### src/rtl/jzjpcc_imem_arb_pkg.sv
// Shared types and constants for the instruction-SRAM arbiter.
//   arb_state_t      : ownership state of the SRAM port
//   StarveLimitMin/Max: legal range for the arbiter's STARVE_LIMIT parameter
package jzjpcc_imem_arb_pkg;

    typedef enum logic {
        StFetch = 1'b0,  // fetch owns the SRAM port
        StResp  = 1'b1   // SRAM output holds the result of a debug access
    } arb_state_t;

    localparam int unsigned StarveLimitMin = 1;
    localparam int unsigned StarveLimitMax = 15;

endpackage

### src/rtl/jzjpcc_sat_counter.sv
// Saturating up-counter with synchronous clear and count enable.
//   clock   : rising-edge clock
//   reset_n : asynchronous active-low reset (count -> 0)
//   clear   : synchronous clear, wins over enable
//   enable  : increment by one unless already at Max
//   count   : current value, never exceeds Max
module jzjpcc_sat_counter #(
    parameter int unsigned Width = 3,
    parameter int unsigned Max   = 4
) (
    input  logic             clock,
    input  logic             reset_n,
    input  logic             clear,
    input  logic             enable,
    output logic [Width-1:0] count
);

    logic [Width-1:0] count_q, count_d;

    always_comb begin
        count_d = count_q;
        if (clear) begin
            count_d = '0;
        end else if (enable && (count_q != Width'(Max))) begin
            count_d = count_q + Width'(1);
        end
    end

    always_ff @(posedge clock or negedge reset_n) begin
        if (!reset_n) begin
            count_q <= '0;
        end else begin
            count_q <= count_d;
        end
    end

    assign count = count_q;

endmodule

### src/rtl/jzjpcc_imem_arbiter.sv
// Arbitrates the single synchronous instruction-SRAM port between fetch and a
// debug/loader requester. A debug grant stalls fetch for one edge; the
// following cycle flushes decode while the SRAM returns the debug result.
// A starvation counter forces a pending debug access through after
// STARVE_LIMIT refused cycles.
//   clock, reset_n                 : clock, async active-low reset
//   fetchAddress, fetchStalled     : fetch-side address and hazard stall
//   stallFetchArb, flushDecodeArb  : pipeline control back to fetch/decode
//   dbgReq/Write/Address/WriteData : debug request, held until dbgAck
//   dbgAck, dbgReadValid/ReadData  : debug handshake and read return
//   memAddress/WriteEnable/WriteData, memReadData : SRAM port
module jzjpcc_imem_arbiter
    import jzjpcc_imem_arb_pkg::*;
#(
    parameter int unsigned PC_MAX_B     = 15,
    parameter int unsigned STARVE_LIMIT = 4
) (
    input  logic                clock,
    input  logic                reset_n,
    input  logic [PC_MAX_B:2]   fetchAddress,
    input  logic                fetchStalled,
    output logic                stallFetchArb,
    output logic                flushDecodeArb,
    input  logic                dbgReq,
    input  logic                dbgWrite,
    input  logic [PC_MAX_B:2]   dbgAddress,
    input  logic [31:0]         dbgWriteData,
    output logic                dbgAck,
    output logic                dbgReadValid,
    output logic [31:0]         dbgReadData,
    output logic [PC_MAX_B:2]   memAddress,
    output logic                memWriteEnable,
    output logic [31:0]         memWriteData,
    input  logic [31:0]         memReadData
);

    localparam int unsigned CountWidth = $clog2(STARVE_LIMIT + 1);

    if ((STARVE_LIMIT < StarveLimitMin) || (STARVE_LIMIT > StarveLimitMax)) begin : gen_bad_limit
        $error("STARVE_LIMIT out of range");
    end

    arb_state_t            state_q, state_d;
    logic                  last_was_write_q, last_was_write_d;
    logic [CountWidth-1:0] starve_count;
    logic                  in_fetch, in_resp, grant;
    logic                  count_clear, count_enable;

    assign in_fetch = (state_q == StFetch);
    assign in_resp  = (state_q == StResp);

    // Gated by reset_n so nothing is granted while reset is held.
    assign grant = reset_n & in_fetch & dbgReq &
                   (fetchStalled | (starve_count == CountWidth'(STARVE_LIMIT)));

    // Counter only moves in FETCH; in RESP it was already cleared by the grant.
    assign count_clear  = grant | (in_fetch & ~dbgReq);
    assign count_enable = in_fetch & dbgReq & ~grant;

    jzjpcc_sat_counter #(
        .Width (CountWidth),
        .Max   (STARVE_LIMIT)
    ) u_starve_counter (
        .clock   (clock),
        .reset_n (reset_n),
        .clear   (count_clear),
        .enable  (count_enable),
        .count   (starve_count)
    );

    always_comb begin
        state_d          = StFetch;
        last_was_write_d = last_was_write_q;
        if (grant) begin
            state_d          = StResp;
            last_was_write_d = dbgWrite;
        end
    end

    always_ff @(posedge clock or negedge reset_n) begin
        if (!reset_n) begin
            state_q          <= StFetch;
            last_was_write_q <= 1'b0;
        end else begin
            state_q          <= state_d;
            last_was_write_q <= last_was_write_d;
        end
    end

    always_comb begin
        memAddress     = fetchAddress;
        memWriteEnable = 1'b0;
        memWriteData   = dbgWriteData;
        stallFetchArb  = 1'b0;
        flushDecodeArb = 1'b0;
        dbgAck         = 1'b0;
        dbgReadValid   = 1'b0;
        dbgReadData    = '0;
        if (grant) begin
            memAddress     = dbgAddress;
            memWriteEnable = dbgWrite;
            stallFetchArb  = 1'b1;
            dbgAck         = 1'b1;
        end
        if (in_resp && reset_n) begin
            // Flush even after writes: read-during-write output is undefined.
            flushDecodeArb = 1'b1;
            if (!last_was_write_q) begin
                dbgReadValid = 1'b1;
                dbgReadData  = memReadData;
            end
        end
    end

endmodule
### config.mk
export PLATFORM = sky130hd
export DESIGN_NAME = jzjpcc_imem_arbiter
export DESIGN_NICKNAME = d
export VERILOG_FILES = /design/src/rtl/jzjpcc_imem_arb_pkg.sv /design/src/rtl/jzjpcc_sat_counter.sv /design/src/rtl/jzjpcc_imem_arbiter.sv
export SDC_FILE = /design/constraint.sdc
export NUM_CORES = 1
export LEC_CHECK = 0
export CAP_MARGIN = 30
export CORE_MARGIN = 2
export CORE_UTILIZATION = 18
export CTS_CLUSTER_DIAMETER = 120
export DETAILED_ROUTE_END_ITERATION = 7
export PLACE_DENSITY = 0.77
export SLEW_MARGIN = 15
export SYNTH_ARGS = -nofsm -noshare
export SYNTH_HDL_FRONTEND = slang
export SYNTH_SLANG_ARGS = --single-unit
### constraint.sdc
create_clock -name clock -period 1.85 [get_ports clock]
set_input_delay 0.555 -clock clock [delete_from_list [all_inputs] [get_ports clock]]
set_output_delay 0.555 -clock clock [all_outputs]
set_load 0.005 [all_outputs]
# --- Word-level counts from Yosys, hierarchy flattened ---
# Index checks and enable logic that the tools add are counted.
word_totals:
  ff_bits: 5
  input_bits: 97
  output_inout_bits: 83
  wordCells: 30
op_classes:
  add_sub_neg: 1
  eq_ne: 2
  muxes: 10
  bitwise: 11
  reduce_logical: 3
op_table:
  columns: ["cell", "count"]
  rows:
  - ["$mux 32", 2]
  - ["$mux 14", 1]
  - ["$and 1x1->1", 6]
  - ["$mux 3", 2]
  - ["$mux 1", 5]
  - ["$add 3x1->3 const B", 1]
  - ["$eq 3x3->1 const B", 1]
  - ["$ne 3x3->1 const B", 1]
  - ["$not 1->1", 3]
  - ["$logic_and 1x1->1", 2]
  - ["$or 1x1->1", 2]
  - ["$reduce_bool 2->1", 1]

# --- Longest topological paths before layout ---
# Gate-level depths: netlist (run 1).
depth:
  depth_word: 9
  ltp_mapped: 6
  ltp_nobuf: 5

# --- Cells and area by module ---
# From an unflattened synthesis (run 1), not the netlist that was laid out.
hier_totals:
  cells_unflattened: 113
  hier_area_um2: 984.7
modules_own_cells:
  columns: ["module", "n_inst", "cells_each", "area_per_inst_um2", "seq_area_each_um2"]
  rows:
  - ["jzjpcc_imem_arbiter", 1, 96, 790.8, 50.0]
  - ["jzjpcc_sat_counter", 1, 17, 193.9, 75.1]

# --- Worst setup path before layout (run 1) ---
# Ideal clock, no wire load.
synth_path:
  path_kind: "reg2out"
  start: "register u_starve_counter.count_q[0] (netlist: u_starve_counter.count[0])"
  end: "output port memAddress[10] (netlist name)"
  arrival_time_ps: 1438
  t_required_ps: 1295
  path_slack_ps: -143
  stages_incl_launch_ff: 7
  n_path_buf: 1
  cell_sequence: "dfrtp_1 -> inv_1 -> ha_1 -> a21oi_2 -> nor3_2 -> buf_6 -> mux2_2"
synth_via:
  elab_chain_cells: 4
synth_rtl:
  columns: ["element", "line_no", "rtl"]
  rows:
  - ["start, declared", "jzjpcc_sat_counter.sv:18", "logic [Width-1:0] count_q, count_d;"]
  - ["start signal, assigned", "jzjpcc_sat_counter.sv:33", "count_q <= count_d;"]
  - ["$eq 3x3->1", "jzjpcc_imem_arbiter.sv:54", "(fetchStalled | (starve_count == CountWidth'(STARVE_LIMIT)));"]
  - ["$or 1x1->1", "jzjpcc_imem_arbiter.sv:54", null]
  - ["$and 1x1->1", "jzjpcc_imem_arbiter.sv:53", "assign grant = reset_n & in_fetch & dbgReq &"]
  - ["$mux 14", "jzjpcc_imem_arbiter.sv:99", "if (grant) begin"]
  - ["end, declared", "jzjpcc_imem_arbiter.sv:31", "output logic [PC_MAX_B:2] memAddress,"]
# No other way between the ends.

# --- Worst setup path after layout (run 1) ---
layout_path:
  start: "input port reset_n"
  end: "output port dbgReadData[31]"
layout_via:
  elab_chain_cells: 2
layout_rtl:
  columns: ["element", "line_no", "rtl"]
  rows:
  - ["start, declared", "jzjpcc_imem_arbiter.sv:19", "input logic reset_n,"]
  - ["$logic_and 1x1->1", "jzjpcc_imem_arbiter.sv:105", "if (in_resp && reset_n) begin"]
  - ["$mux 32", "jzjpcc_imem_arbiter.sv:105", null]
  - ["end, declared", "jzjpcc_imem_arbiter.sv:30", "output logic [31:0] dbgReadData,"]
# No other way between the ends.

==> flow_summary.toml, run 1 <==
[routing]
drc = 0
via_count = 1194
drtAntennaViolNets = 0
wl_um = 3820
drt_iter0_drc = 8
wire_per_inst_um = 12.7
dr.pass1.iters = 4
vias_per_cell = 3.98

[yosys]
synth_top_area_share_pct = 27.5
synth_ff_type = "dfrtp_1"
syn_area_um2 = 930
synth_cell_types = 20
syn_nets = 212
syn_inst = 113
synth_top_area_cell = "buf_4"
ys_top_cells_by_count = "and2_1 (34), buf_4 (34), mux2_2 (15)"
ys_seq_elements = 5
synth_edf_count = 0
ys_top_cells_by_area = "buf_4 (27%), and2_1 (23%), mux2_2 (18%)"
synth.avg_cell_area_um2 = 8.23
synth_async_sr_flop_share_pct = 100
synth_seq_area_share_pct = 13.5
yosysWarnings = 0

[sta]
finalSetupViolations = 50
skew_ns = 0.000759
hold_violations = 0
fin_ws_ns = -0.476
min_period_ns = 2.33
rsz0062_at_grt = "yes"
max_freq_mhz = 430
slew-limit-headroom_pct = 87.5
fin_crit_sh_pct = 126
slew_violations = 0
tightestPinTransition_ns = 0.186

[floorplan]
die_height_um = 75.9
num_rows = 26
initial_core_util_pct = 18.4
core_area_um2 = 5040
die_area_um2 = 5760
ios = 180
chipWidth_um = 75.9

[layout]
drive_above_1_share_pct = 64.3
n_antenna_cell = 0
nets = 330
syn2layout_area_growth_pct = 180
fin_util_pct = 51.6
stdcell_count = 300

[placement]
dp_hpwl_um = 2590
io_buffers = 115
dp.cells = 273
dp_slack_ns = -1.02
place_congestion = 0.738

[worst_setup_path]
cp-end-kind = "primary output"
critPathMaxFanout = 4
cp.arrival_ns = 1.77
cpPeakStageDelay_ns = 0.17
worstSetupPathType = "in2out"
cp.required_ns = 1.29
path_cells = "buf_8 -> buf_6 -> and2_4 -> and2b_4 -> buf_6 -> buf_12 -> buf_6 -> buf_6 -> and2_4 -> buf_6"
crit_slowest_cell = "and2b_4"
start_kind = "input port"
ff2ff_path_depth = 9
crit_top_cell = "buf_6"

[power_and_ir_drop]
ir_drop_mv = 0.457
leakagePower_nw = 1.20
p_sw_mw = 0.195
clkPwrFrac_pct = 24.5
combPwrFrac_pct = 58.6
power_frac_seq_pct = 16.9
finalPower_mw = 0.806
swShare_pct = 24.2
pwr_density_cell_nw_per_um2 = 310
p_int_mw = 0.610

[clocking]
cts_buffers = 3
ctsHoldBuffers = 0
worstSkewPairLatency_ns = 0.22
root_buffer = "clkbuf_8"
htreeDepth = 1
cts.sinks = 5
cts_tree = "done"
clockBufferDepth = 2
clkTransAtPathRegs_ns = 0.04

[hold_path]
hold_class = "in2async"

[global_routing]
antenna_found_initial = 0
first_global_vias = 1207
grt_max_degree = 9
grt_overflow = 0
globalRouteTotalUtil_pct = 11.7
grt_pass1_wl_um = 5220

[run_status]
violations = "setup timing"
outcome = "complete, but fails checks"

[run]
maxCapViolCount = 0
-- through the flow --
stage	setup TNS [ns]	cell area (um^2)	hold WS (ns)
after floorplan	-0.857	985	0.259
after global placement	-49.10	2060	0.485
after detailed placement	-49.74	2060	0.507
after CTS	-20.52	2550	0.258
after global routing	-19.81	2600	0.263
final	-17.54	2600	0.268
-- final cells by class --
class / count / area [um^2]
Clock buffer: 3 / 41.3
Clock inverter: 1 / 5.00
Fill cell: 432 / 2440
Inverter: 3 / 11.3
Multi-Input combinational cell: 67 / 677
Sequential cell: 5 / 125
Tap cell: 70 / 87.6
Timing Repair Buffer: 151 / 1650
-- repair_timing --
action | 4_1_cts | 5_1_grt
buffers inserted | 22 | 1
pin swaps | 32 | 5
setup endpoints to repair | 52 | 55
gates cloned | 4 | 0
resized for setup | 300 | 28
-- flip-flops by register name, indices dropped and copies added, names as in the netlist --
signal,flops
last_was_write_q,1
u_starve_counter.count,3
in_resp,1
-- worst paths after layout --
check                                               start                        end  slack [ns]
worst min-delay path                              reset_n           last_was_write_q        0.27
worst max register to register  u_starve_counter.count[0]           last_was_write_q        0.10
worst min register to register           last_was_write_q           last_was_write_q        0.54
min in group clock                       last_was_write_q           last_was_write_q        0.54
worst max-delay path                              reset_n            dbgReadData[31]       -0.48
max in group asynchronous                         reset_n  u_starve_counter.count[1]        1.42
-- logic make-up (layout without fill, tap and decap cells) --
| kind of cell | after synthesis | count (layout) | synth area share, % |
|---|---|---|---|
| buffers and inverters | 41 | 158 | 32.2 |
| adder cells (fa/ha/maj) | 2 | 2 | 2.69 |
| AND/OR/NAND/NOR | 44 | 44 | 29.1 |
| AO/OA/AOI/OAI | 6 | 6 | 4.44 |
| multiplexers | 15 | 15 | 18.2 |
| flip-flops | 5 | 5 | 13.5 |
-- layer usage --
metal | global-route usage (%) | routed length [um]
met1 | 11.9 | 1270
met2 | 22.7 | 2050
met3 | 3.84 | 481
met4 | 3.12 | 19
met5 | 0 | 0
-- cells in the final DEF, fill, tap and decap left out, drive strengths merged --
| master | synthesis | routed |
|---|---|---|
| clkinv | 0 | 1 |
| nor2 | 1 | 1 |
| a21oi | 4 | 4 |
| dfrtp | 5 | 5 |
| clkdlybuf4s15 | 0 | 3 |
| clkdlybuf4s50 | 0 | 61 |
| a31o | 1 | 1 |
| nand3b | 1 | 1 |
| inv | 3 | 3 |
| nand3 | 1 | 1 |
| nand2 | 3 | 3 |
| and2b | 1 | 1 |
| mux2 | 15 | 15 |
| buf | 36 | 87 |
| nor3 | 2 | 2 |
| a32oi | 1 | 1 |
| and2 | 34 | 34 |
| nor2b | 1 | 1 |
| clkbuf | 2 | 3 |
| ha | 2 | 2 |
-- power by group through the flow --
stage	clock network [mW]	logic (mW)	registers, mW
global route	0.218	0.510	0.137
finish	0.197	0.472	0.136
global placement	0	0.360	0.133
floorplan	0	0.168	0.135
detailed placement	0	0.370	0.133
CTS	0.202	0.470	0.134
-- worst max-delay path: cells and delay by family --
| kind | cells | cell delay [ns] |
|---|---|---|
| buffers and inverters | 7 | 0.77 |
| and+or+nand+nor | 3 | 0.44 |
Power figures use the tool's default switching activity.
==> run 2: changes to the inputs <==
- CORE_ASPECT_RATIO: default -> 0.6
==> flow_summary.toml, run 2 (synthesis gave the netlist of run 1 again) <==
[global_routing]
grt_max_degree = 9
grt_pass1_wl_um = 5530
globalRouteTotalUtil_pct = 12.3
first_global_vias = 1151
grt_overflow = 0
antenna_found_initial = 0

[sta]
hold_violations = 0
slew-limit-headroom_pct = 87.4
tightestPinTransition_ns = 0.189
rsz0062_at_grt = "yes"
fin_ws_ns = -0.429
min_period_ns = 2.28
fin_crit_sh_pct = 123
finalSetupViolations = 50
skew_ns = 0.00232
slew_violations = 0
max_freq_mhz = 439

[worst_setup_path]
start_kind = "register"
cpPeakStageDelay_ns = 0.38
critPathMaxFanout = 6
critPathTopFamily = "buffers and inverters"
worstSetupPathType = "reg2out"
rrSetupSlack_ns = 0.15
crit_top_cell = "buf_12"
cp.required_ns = 1.29
reg2reg_to = "last_was_write_q"
critical_path_buf_inv_count = 4
path_cells = "inv_2 -> ha_4 -> a21oi_4 -> nor3_4 -> buf_12 -> buf_12 -> mux2_4 -> buf_6"
ff2ff_path_depth = 9
crit_slowest_cell = "dfrtp_1"
cp.arrival_ns = 1.72
r2r_start = "u_starve_counter.count[1]"
cp-end-kind = "primary output"

[floorplan]
ios = 180
core_area_um2 = 5030
num_rows = 20
die_height_um = 59.7
chipWidth_um = 96.8
initial_core_util_pct = 18.5
die_area_um2 = 5770

[routing]
drc = 0
wl_met2_um = 1750
wl_met1_um = 1430
drt_iter0_drc = 7
drtAntennaViolNets = 0
wire_per_inst_um = 12.7
dr.pass1.iters = 4
via_count = 1151
wl_um = 3660
vias_per_cell = 4.00
dr.max_layer_used = "met4"
dr_wl_met3_um = 449

[power_and_ir_drop]
p_sw_mw = 0.189
leakagePower_nw = 1.16
swShare_pct = 23.8
combPwrFrac_pct = 58.0
power_frac_seq_pct = 17.0
clkPwrFrac_pct = 25.0
pwr_density_cell_nw_per_um2 = 314
p_int_mw = 0.606
ir_drop_mv = 0.325

[layout]
final_common_cell = "clkdlybuf4s50_1"
design_area_um2 = 2530
num-fill-cells = 432
largest_reg_flops = 3
drive_above_1_share_pct = 63.1
final_cell_mix = "clkdlybuf4s50_1 (61), buf_6 (57), and2_4 (34), mux2_4 (14), buf_4 (11)"
n_antenna_cell = 0
syn2layout_area_growth_pct = 172
nets = 322

[run]
maxCapViolCount = 0

[clocking]
clockBufferDepth = 2
htreeDepth = 1
ctsHoldBuffers = 0
worstSkewPairLatency_ns = 0.22
clkTransAtPathRegs_ns = 0.04
cts_tree = "done"
cts.sinks = 5
root_buffer = "clkbuf_8"
cts_buffers = 3

[placement]
dp_hpwl_um = 2610
dp_slack_ns = -1.05
place_congestion = 0.676
place_area_um2 = 2040
io_buffers = 115

[run_status]
outcome = "complete, but fails checks"
violations = "setup timing"

[hold_path]
hold_class = "in2async"
[run 2: cell types whose count changed in the layout (fill, tap and decap cells not counted), moves of 2 or more]
cell	delta
buf_6	-9
clkdlybuf4s15_1	-2
buf_4	-2
buf_12	+2
[run 2: power by group through the flow]
stage / clock (mW) / combinational (mW) / sequential, mW
after global routing: 0.211 / 0.493 / 0.137
final: 0.199 / 0.461 / 0.135
after floorplan: 0 / 0.168 / 0.135
after CTS: 0.205 / 0.458 / 0.135
after detailed placement: 0 / 0.368 / 0.134
after global placement: 0 / 0.361 / 0.134
[run 2: layout make-up]
cell class / instances / area (um^2) / area share [%]
Clock buffer: 4 / 45.0 / 1.78
Multi-Input combinational cell: 67 / 671 / 26.5
Tap cell: 66 / 82.6 / 3.26
Inverter: 3 / 11.3 / 0.445
Timing Repair Buffer: 143 / 1600 / 63.1
Sequential cell: 5 / 125 / 4.95
[run 2: how the worst max path moves through the flow]
| stage | endpoint | from | depth (start not counted) | slack, ns |
|---|---|---|---|---|
| 2_1_floorplan | memAddress[11] | u_starve_counter.count[0] | 6 | -0.07 |
| 3_3_place_gp | memAddress[3] | dbgReq | 6 | -1.06 |
| 3_5_place_dp | memAddress[11] | dbgReq | 6 | -1.05 |
| 4_1_cts | memAddress[13] | u_starve_counter.count[0] | 8 | -0.49 |
| 5_1_grt | memAddress[13] | u_starve_counter.count[1] | 8 | -0.49 |
| 6_report | memAddress[13] | u_starve_counter.count[1] | 8 | -0.43 |
[run 2: timing repair]
item / in CTS / in global routing
setup buffers: 14 / 3
pin swaps: 35 / 4
cloned: 6 / 0
gates resized for setup: 289 / 28
endpoints found under the setup margin: 51 / 50
[run 2: through the flow]
step                hold slack, ns  power (mW)  setup TNS, ns  instances  utilization [%]
global placement             0.489       0.495         -50.27        267             40.6
global route                 0.306       0.841         -18.20        288             50.3
floorplan                    0.259       0.303         -0.857        113                -
CTS                          0.291       0.798         -18.01        289             48.8
detailed placement           0.490       0.502         -49.84        267             40.6
finish                       0.294       0.795         -15.94        288             50.3
[run 2: per-layer routing]
layer,GRT usage (%),up-vias
met5,0,-
met4,3.02,0
met3,6.90,4
met2,20.9,95
met1,13.8,503
li1,-,549
[run 2: worst register-to-register path: cells and delay by family, from the launching register on]
kind,cells,cell delay [ns]
flops,1,0.38
buf+inv,5,0.54
compound gates,1,0.06
fa+ha+maj,1,0.14
mux,1,0.32
simple gates,1,0.15
